===== src/rtl/mem_arbiter_fifo_if.sv =====
// Requester-side and memory-side signal bundle for mem_arbiter_fifo.
// The master modport is the requester/test side; the slave modport is the arbiter.
interface mem_arbiter_fifo_if #(
    parameter int N      = 3,
    parameter int ADDR_W = 8,
    parameter int DATA_W = 32
);
    localparam int CNT_W = $clog2(N + 1);

    logic [N-1:0]        req;
    logic [N*ADDR_W-1:0] addr_in;
    logic [N*DATA_W-1:0] wdata_in;
    logic [N-1:0]        we_in;

    logic [N-1:0]        grant;
    logic                mem_en;
    logic [ADDR_W-1:0]   mem_addr;
    logic [DATA_W-1:0]   mem_wdata;
    logic                mem_we;
    logic                timeout_pulse;
    logic [CNT_W-1:0]    queue_count;

    modport master (
        output req, addr_in, wdata_in, we_in,
        input  grant, mem_en, mem_addr, mem_wdata, mem_we, timeout_pulse, queue_count
    );

    modport slave (
        input  req, addr_in, wdata_in, we_in,
        output grant, mem_en, mem_addr, mem_wdata, mem_we, timeout_pulse, queue_count
    );
endinterface


===== src/rtl/mem_arbiter_fifo.sv =====
// First-come-first-served arbiter: N requesters share one memory port.
// Requests queue in arrival order in a circular buffer of channel indices;
// stale entries are skipped at pop time and an optional hold limit forces release.
module mem_arbiter_fifo #(
    parameter int N        = 3,
    parameter int ADDR_W   = 8,
    parameter int DATA_W   = 32,
    parameter int MAX_HOLD = 0
) (
    input logic               clk,
    input logic               reset,
    mem_arbiter_fifo_if.slave bus
);
    localparam int IDX_W  = $clog2(N);
    localparam int CNT_W  = $clog2(N + 1);
    localparam int HOLD_W = (MAX_HOLD > 1) ? $clog2(MAX_HOLD) : 1;
    localparam logic [HOLD_W-1:0] HOLD_LAST = (MAX_HOLD > 0) ? HOLD_W'(MAX_HOLD - 1) : '0;

    typedef enum logic {IDLE, BUSY} stateT;

    stateT             state, stateNext;
    logic [N-1:0]      grantQ, grantNext;
    logic [HOLD_W-1:0] holdQ, holdNext;
    logic              timeoutQ, timeoutNext;

    logic [IDX_W-1:0]  fifo [N];
    logic [IDX_W-1:0]  headQ, headNext;
    logic [IDX_W-1:0]  tailQ, tailNext;
    logic [CNT_W-1:0]  countQ, countNext;
    logic [N-1:0]      queuedQ, queuedNext;

    logic [N-1:0]      newReq;
    logic              pushEn;
    logic              popEn;
    logic [IDX_W-1:0]  pushIdx;
    logic [IDX_W-1:0]  headIdx;

    logic [ADDR_W-1:0] addrMux;
    logic [DATA_W-1:0] wdataMux;
    logic              weMux;

    function automatic logic [IDX_W-1:0] nextPtr(input logic [IDX_W-1:0] p);
        return (p == IDX_W'(N - 1)) ? '0 : p + IDX_W'(1);
    endfunction

    // Pick the lowest-index requester that is neither queued nor granted.
    always_comb begin
        newReq  = bus.req & ~(queuedQ | grantQ);
        pushEn  = 1'b0;
        pushIdx = '0;
        for (int unsigned i = 0; i < N; i++) begin
            if (newReq[i] && !pushEn) begin
                pushEn  = 1'b1;
                pushIdx = IDX_W'(i);
            end
        end
    end

    // Next-state logic: pop/grant in IDLE, release or forced release in BUSY.
    always_comb begin
        headIdx     = fifo[headQ];
        popEn       = 1'b0;
        stateNext   = state;
        grantNext   = grantQ;
        holdNext    = holdQ;
        timeoutNext = 1'b0;
        case (state)
            IDLE: begin
                if (countQ != '0) begin
                    popEn = 1'b1;
                    if (bus.req[headIdx]) begin
                        grantNext          = '0;
                        grantNext[headIdx] = 1'b1;
                        holdNext           = '0;
                        stateNext          = BUSY;
                    end
                end
            end
            BUSY: begin
                if ((bus.req & grantQ) == '0) begin
                    grantNext = '0;
                    stateNext = IDLE;
                end else if (MAX_HOLD > 0 && holdQ == HOLD_LAST) begin
                    grantNext   = '0;
                    timeoutNext = 1'b1;
                    stateNext   = IDLE;
                end else begin
                    holdNext = holdQ + HOLD_W'(1);
                end
            end
            default: stateNext = IDLE;
        endcase
    end

    // Queue bookkeeping; a pushed channel is never the popped head, so both apply.
    always_comb begin
        queuedNext = queuedQ;
        headNext   = headQ;
        tailNext   = tailQ;
        if (popEn) begin
            queuedNext[headIdx] = 1'b0;
            headNext            = nextPtr(headQ);
        end
        if (pushEn) begin
            queuedNext[pushIdx] = 1'b1;
            tailNext            = nextPtr(tailQ);
        end
        countNext = countQ + CNT_W'(pushEn) - CNT_W'(popEn);
    end

    // State, grant and queue registers.
    always_ff @(posedge clk or posedge reset) begin
        if (reset) begin
            state    <= IDLE;
            grantQ   <= '0;
            holdQ    <= '0;
            timeoutQ <= 1'b0;
            headQ    <= '0;
            tailQ    <= '0;
            countQ   <= '0;
            queuedQ  <= '0;
            for (int unsigned i = 0; i < N; i++) fifo[i] <= '0;
        end else begin
            state    <= stateNext;
            grantQ   <= grantNext;
            holdQ    <= holdNext;
            timeoutQ <= timeoutNext;
            headQ    <= headNext;
            tailQ    <= tailNext;
            countQ   <= countNext;
            queuedQ  <= queuedNext;
            if (pushEn) fifo[tailQ] <= pushIdx;
        end
    end

    // Memory-side mux; grant is one-hot so OR-ing masked channels needs no priority.
    always_comb begin
        addrMux  = '0;
        wdataMux = '0;
        weMux    = 1'b0;
        for (int unsigned i = 0; i < N; i++) begin
            if (grantQ[i]) begin
                addrMux  |= bus.addr_in[i*ADDR_W +: ADDR_W];
                wdataMux |= bus.wdata_in[i*DATA_W +: DATA_W];
                weMux    |= bus.we_in[i];
            end
        end
    end

    assign bus.grant         = grantQ;
    assign bus.mem_en        = |grantQ;
    assign bus.mem_addr      = addrMux;
    assign bus.mem_wdata     = wdataMux;
    assign bus.mem_we        = weMux;
    assign bus.timeout_pulse = timeoutQ;
    assign bus.queue_count   = countQ;
endmodule


===== src/flat_wrapper.sv =====
// flat-port wrapper written by rule: the top's interface ports become plain ports
module mem_arbiter_fifo_flat 
#(
    parameter int N        = 3,
    parameter int ADDR_W   = 8,
    parameter int DATA_W   = 32,
    parameter int MAX_HOLD = 0
)
  (clk, reset, bus_req, bus_addr_in, bus_wdata_in, bus_we_in, bus_grant, bus_mem_en, bus_mem_addr, bus_mem_wdata, bus_mem_we, bus_timeout_pulse, bus_queue_count);
  mem_arbiter_fifo_if #(.N(N), .ADDR_W(ADDR_W), .DATA_W(DATA_W)) bus_i ();
  input logic clk;
  input logic reset;
  input wire logic [$bits(bus_i.req)-1:0] bus_req;
  input wire logic [$bits(bus_i.addr_in)-1:0] bus_addr_in;
  input wire logic [$bits(bus_i.wdata_in)-1:0] bus_wdata_in;
  input wire logic [$bits(bus_i.we_in)-1:0] bus_we_in;
  output wire logic [$bits(bus_i.grant)-1:0] bus_grant;
  output wire logic [$bits(bus_i.mem_en)-1:0] bus_mem_en;
  output wire logic [$bits(bus_i.mem_addr)-1:0] bus_mem_addr;
  output wire logic [$bits(bus_i.mem_wdata)-1:0] bus_mem_wdata;
  output wire logic [$bits(bus_i.mem_we)-1:0] bus_mem_we;
  output wire logic [$bits(bus_i.timeout_pulse)-1:0] bus_timeout_pulse;
  output wire logic [$bits(bus_i.queue_count)-1:0] bus_queue_count;
  assign bus_i.req = bus_req;
  assign bus_i.addr_in = bus_addr_in;
  assign bus_i.wdata_in = bus_wdata_in;
  assign bus_i.we_in = bus_we_in;
  assign bus_grant = bus_i.grant;
  assign bus_mem_en = bus_i.mem_en;
  assign bus_mem_addr = bus_i.mem_addr;
  assign bus_mem_wdata = bus_i.mem_wdata;
  assign bus_mem_we = bus_i.mem_we;
  assign bus_timeout_pulse = bus_i.timeout_pulse;
  assign bus_queue_count = bus_i.queue_count;
  mem_arbiter_fifo #(.N(N), .ADDR_W(ADDR_W), .DATA_W(DATA_W), .MAX_HOLD(MAX_HOLD)) u_core (.clk(clk), .reset(reset), .bus(bus_i));
endmodule

===== config.mk =====
export PLATFORM = sky130hd
export DESIGN_NAME = mem_arbiter_fifo_flat
export DESIGN_NICKNAME = d
export VERILOG_FILES = /design/src/rtl/mem_arbiter_fifo_if.sv /design/src/rtl/mem_arbiter_fifo.sv /design/src/flat_wrapper.sv
export SDC_FILE = /design/constraint.sdc
export NUM_CORES = 1
export LEC_CHECK = 0
export BUFFER_PORTS_ARGS = -buffer_cell sky130_fd_sc_hd__clkbuf_2
export CORE_MARGIN = 10
export CORE_UTILIZATION = 37
export CTS_CLUSTER_SIZE = 28
export DETAILED_ROUTE_END_ITERATION = 16
export PLACE_DENSITY = 0.87
export SKIP_CTS_REPAIR_TIMING = 1
export SYNTH_ARGS = -nofsm -noshare
export SYNTH_HDL_FRONTEND = slang
export SYNTH_SLANG_ARGS = --single-unit
export TNS_END_PERCENT = 30

===== constraint.sdc =====
create_clock -name clk -period 4.2 [get_ports clk]
set_input_delay 0.21 -clock clk [delete_from_list [all_inputs] [get_ports clk]]
set_output_delay 0.21 -clock clk [all_outputs]
set_load 0.005 [all_outputs]

# == Word level (Yosys, flattened, before mapping) ==
# Cells that the tools add are included.
# W data, S select, Z words.
# op_classes
reduce_logical,11
bitwise,16
n_lt_le_gt_ge,7
mux,40
add_sub_neg,4
n_eq_ne,5
# op_table
op,n
$mux W32,3
$or A32 B32 Y32,2
$mux W8,3
$or A8 B8 Y8,2
$mux W1,15
$mux W3,5
$mux W2,6
$and A3 B3 Y3,3
$bwmux W6,1
$ge A3 B3 Y1 const B,2
$lt A2 B3 Y1 const B,2
$not A2 Y3,2
$not A3 Y3,2
$or A3 B3 Y3,2
$pmux W3 S2,1
$logic_and A1 B1 Y1,5
$add A2 B1 Y2 const B,2
$bmux W2 S2,1
$demux W1 S2,2
$demux W2 S2,1
$eq A2 B2 Y1 const B,2
$ge A2 B1 Y1 const B,2
$ne A2 B1 Y1 const B,2
$logic_not A3 Y1,1
other kinds (12),14
# word_totals
regBits,19
wordCells,92

# == Longest topological paths before layout ==
# depth
depth_word,16
ltp_mapped,8

# == Worst setup path before layout ==
# OpenSTA, ideal clock, no wires.
# synth_timing
kind,register to register
start,"register u_core.countQ[1], in the netlist u_core.bus.queue_count[1]"
end,"register u_core.countQ[1], in the netlist u_core.bus.queue_count[1]"
path_stages_with_launch,8
required_time_ns,4.077
period_less_slack_ns,1.697
arrival_time_ns,1.574
setup_slack_ns,2.503
setup_time_ns,0.123
path_buffers,0
path_cell_list,dfrtp_1 o21ai_1 inv_1 ha_1 inv_1 ha_1 xnor2_1 xnor2_1
# synth_between
elab_chain_cells,4
word_cells_on_any_way,5
classes_between,2 x add/sub; 2 x mux; 1 x reduce/logical
# synth_rtl
element,line_no,text
start: declaration,mem_arbiter_fifo.sv:29,"logic [CNT_W-1:0] countQ, countNext;"
start signal: assignment,mem_arbiter_fifo.sv:130,countQ <= countNext;
$reduce_bool A2 Y1,mem_arbiter_fifo.sv:69,if (countQ != '0) begin
$mux W1,mem_arbiter_fifo.sv:69,
$mux W1,mem_arbiter_fifo.sv:67,case (state)
via u_core.popEn,mem_arbiter_fifo.sv:34,logic popEn;
$sub A2 B1 Y2,mem_arbiter_fifo.sv:108,countNext = countQ + CNT_W'(pushEn) - CNT_W'(popEn);
via u_core.countNext[1],mem_arbiter_fifo.sv:29,
# The timed path passes the listed nets, and every way through them passes these cells.
# A chain may end at the register's enable or synchronous reset.

# == Final worst setup path ==
# layout_timing
start,"register u_core.grantQ[0], in the netlist u_core.bus.grant[0]"
end,"register u_core.countQ[1], in the netlist u_core.bus.queue_count[1]"
# layout_between
elab_chain_cells,12
# layout_rtl
element,line_no,text
start: declaration,mem_arbiter_fifo.sv:22,"logic [N-1:0] grantQ, grantNext;"
start signal: assignment,mem_arbiter_fifo.sv:125,grantQ <= grantNext;
$or A3 B3 Y3 (*),mem_arbiter_fifo.sv:48,newReq = bus.req & ~(queuedQ | grantQ);
$not A3 Y3 (*),mem_arbiter_fifo.sv:48,
$and A3 B3 Y3 (*),mem_arbiter_fifo.sv:48,
$mux W1 (*),mem_arbiter_fifo.sv:52,if (newReq[i] && !pushEn) begin
$logic_not A1 Y1,mem_arbiter_fifo.sv:52,
$logic_and A1 B1 Y1,mem_arbiter_fifo.sv:52,
$mux W1 (*),mem_arbiter_fifo.sv:52,
$logic_not A1 Y1,mem_arbiter_fifo.sv:52,
$logic_and A1 B1 Y1,mem_arbiter_fifo.sv:52,
$mux W1 (*),mem_arbiter_fifo.sv:52,
$add A2 B1 Y2 (*),mem_arbiter_fifo.sv:108,
$sub A2 B1 Y2 (*),mem_arbiter_fifo.sv:108,
via u_core.countNext[1],mem_arbiter_fifo.sv:29,
# The timed path passes the listed nets; every way through them passes the cells marked *.

==> impl_results.md <==
* Status: completed
* Tot GR Track Use at 20.2%
* PD cells at 413 nW/um2
* Yosys warns at 0
* Starting Density at 38.9%
* Clock power share at 12.1%
* Max-cap violations at 0
* Final Cell Area at 2520 um2
* Setup tns final at 0 ns
* H-tree depth at 1
* Core area at 4090 um2
* Final worst-path cycle share at 55.9%
* Arrival time at the worst endpoint at 2.52 ns
* CP startpoint kind: flop
* Num rows at 23
* Final setup violation count at 0
* Cell Area, Placed at 2470 um2
* CTS Buf Count at 3
* Top Ports at 176
* Die area at 7320 um2
* RePlAce Congestion at 0.872
* Final HPWL DP at 7100 um
* Max FO, Critical Path at 26
* Worst vdd ir at 278 uV
* CTS tree: done
* Met1 Usage GRT at 20.9%
* Simple-gate portion of the synthesized area at 10.1%
* Pint at 602 uW
* ANT nets after route at 0
* First drt pass iteration count at 8
* Pleak at 0.00160 uW
* Most common cell after layout, fill and taps aside: clkbuf_2
* Clock Path Buffers at 2
* Clock skew at 0.00452 ns
* Logic pwr share at 59.5%
* Input/output buffers at 174
* Commonest non-fill, non-tap cells in the layout: clkbuf_2 (174), inv_1 (49), a222oi_1 (42), dfrtp_1 (19), nand2_1 (12)
* DIE HEIGHT at 85.5 um
* Req. time, crit path at 4.37 ns
* Register area share after synthesis at 29.9%
* Net Sw Frac at 42.0%
* Unrepaired setup endpoints after global routing: false
* Busiest layer in global routing: met2
* Fin nets at 488
* Layout cell share with drive strength beyond 1 at 53.2%
* Syn nets at 323
* Mapped cell area at 1590 um2
* F_max at 426 MHz
* Post-synthesis cell type count at 34
* CTS clk-pin slew, worst paths at 0.07 ns
* CTS Root Cell: clkbuf_8
* Largest family of logic cells by synthesized area: compound AO/OA/AOI/OAI gates
* Register share of total power at 28.4%
* WL per Instance at 20.1 um
* Vias in the first global route at 2,249
* Hold Fails Final Rpt at 0
* First-pass GRT wire length at 12,200 um
* Clock Latency Late Sink at 0.26 ns
* Avg Cell Area, Syn at 8.23 um2
* Worst-Margin Slew at 0.717 ns
* Post-route minimum period at 2.35 ns
* Max Transition Viols Final at 0
* Antenna cells at 0
* Worst hold slack at 0.0405 ns
* DRC Markers at 0
* First-iteration detailed-routing DRC count at 302
* Global route total overflow at 0
* Vias/cell at 5.43
* Mux contribution to synthesized area at 4.65%
* Hold Crit Class: input pin to async pin
* Switching power at 437 uW
* Vias at 2,211
* Met3 GRT Util at 7.57%
* Initial antenna violation count at 0
* Crit path kind: flop to flop
* Syn Inst Count at 193
* Post-synthesis compound-gate area fraction at 36.1%
* Slew headroom at 52.2%
* Synth Area in Adders at 1.57%
* Xor and xnor fraction of the mapped netlist area at 1.10%
* Die X at 85.5 um
* CP Capture Type: flop
* Yosys reg bits at 19
* Grt met2 use at 38.7%
* Drt total wl at 8170 um
* Area Growth Syn to Fin at 58.3%
* Clock Sink Count at 19
* Largest net degree at the start of global routing at 46
## area by class of cell
| type | count | area [um2] |
|---|---|---|
| Timing Repair Buffer | 177 | 893 |
| Sequential cell | 19 | 475 |
| Clock inverter | 1 | 5.00 |
| Inverter | 49 | 184 |
| Clock buffer | 3 | 41.3 |
| Tap cell | 50 | 62.6 |
| Fill cell | 369 | 1570 |
| Multi-Input combinational cell | 108 | 855 |
## kinds of logic (layout without fill, tap and decap cells)
logic type               Yosys count  count (layout)
flip-flops                        19              19
other                              1               1
multiplexers                       7               7
buffers and inverters             66             230
AND/OR/NAND/NOR                   31              31
AO/OA/AOI/OAI                     65              65
adder cells (fa/ha/maj)            2               2
XOR/XNOR                           2               2
## synth_stat cells
| master | n | area [um2] |
|---|---|---|
| xnor2_1 | 2 | 17.5 |
| inv_1 | 49 | 184 |
| a21o_1 | 2 | 15.0 |
| nand3b_1 | 1 | 7.51 |
| a31oi_2 | 1 | 12.5 |
| buf_2 | 3 | 15.0 |
| mux2i_1 | 4 | 40.0 |
| clkbuf_1 | 12 | 45.0 |
| nand2b_1 | 2 | 12.5 |
| nand2b_2 | 1 | 8.76 |
| nand2_1 | 12 | 45.0 |
| o21ai_1 | 2 | 10.0 |
| dfrtp_1 | 19 | 475 |
| mux2_2 | 3 | 33.8 |
| a2bb2oi_2 | 1 | 15.0 |
| ha_1 | 2 | 25.0 |
| or3b_1 | 1 | 8.76 |
| o21ai_0 | 6 | 30.0 |
| a21oi_1 | 6 | 30.0 |
| o31ai_1 | 1 | 7.51 |
| and2b_2 | 1 | 8.76 |
| a222oi_1 | 42 | 420 |
| or2_2 | 1 | 6.26 |
| o21ai_2 | 1 | 8.76 |
| nand3_1 | 1 | 5.00 |
| o211ai_1 | 1 | 7.51 |
| nor3_1 | 2 | 10.0 |
| nor3b_1 | 3 | 22.5 |
| conb_1 | 1 | 3.75 |
| a31o_1 | 1 | 8.76 |
| nor2_1 | 5 | 18.8 |
| o2bb2ai_1 | 1 | 8.76 |
| or3_1 | 1 | 6.26 |
| buf_4 | 2 | 15.0 |
## critical path, cell delays in order, from the launching register on
cell and delay [ns]:
dfrtp_1 0.74, buf_4 0.39, nor3b_1 0.12, a21o_1 0.22, nand2b_2 0.24, ha_1 0.23
xnor2_1 0.17, xnor2_1 0.15
## layer usage
layer  vias to the layer above  share of wire [%]
met3                         6                 11
met5                         -                  0
met2                       111                 54
met4                         0               0.86
met1                      1036                 34
li1                       1058                  -
## metrics by stage
step           util (%)  worst slack (ns)  power [uW]  instances
5_1_grt            61.6              1.70        1130        407
6_report           61.6              1.85        1040        407
3_5_place_dp       60.4              1.87         919        403
4_1_cts            61.6              1.85        1050        407
2_1_floorplan         -              2.50         645        193
3_3_place_gp       60.4              1.96         894        403
## flip-flops by register name, indices dropped and copies added, names as in the netlist
name and cells:
u_core.tailQ 2, u_core.headQ 2, u_core.queuedQ 3, u_core.bus.grant 3
u_core.bus.queue_count 2, u_core.fifo 6, u_core.state 1
## path summary, 6_finish.rpt
kind,endpoint,cells after the start,start,slack [ns]
worst max-delay path,u_core.bus.queue_count[1],7,u_core.bus.grant[0],1.85
worst min-delay path,u_core.headQ[0],2,reset,0.04
min in group clk,u_core.bus.grant[2],4,bus_req[2],0.36
worst max register to register,u_core.bus.queue_count[1],7,u_core.bus.grant[0],1.85
worst min register to register,u_core.fifo[0],1,u_core.fifo[0],0.51
max in group asynchronous,u_core.fifo[4],2,reset,3.70
## power groups by stage
stage	sequential, uW	combinational, uW	clock (uW)
after floorplan	255	390	0
after global placement	292	602	0
after detailed placement	299	620	0
after CTS	295	623	131
after global routing	303	688	138
final	296	618	126
No activity file was read; power rests on OpenSTA's default activity.
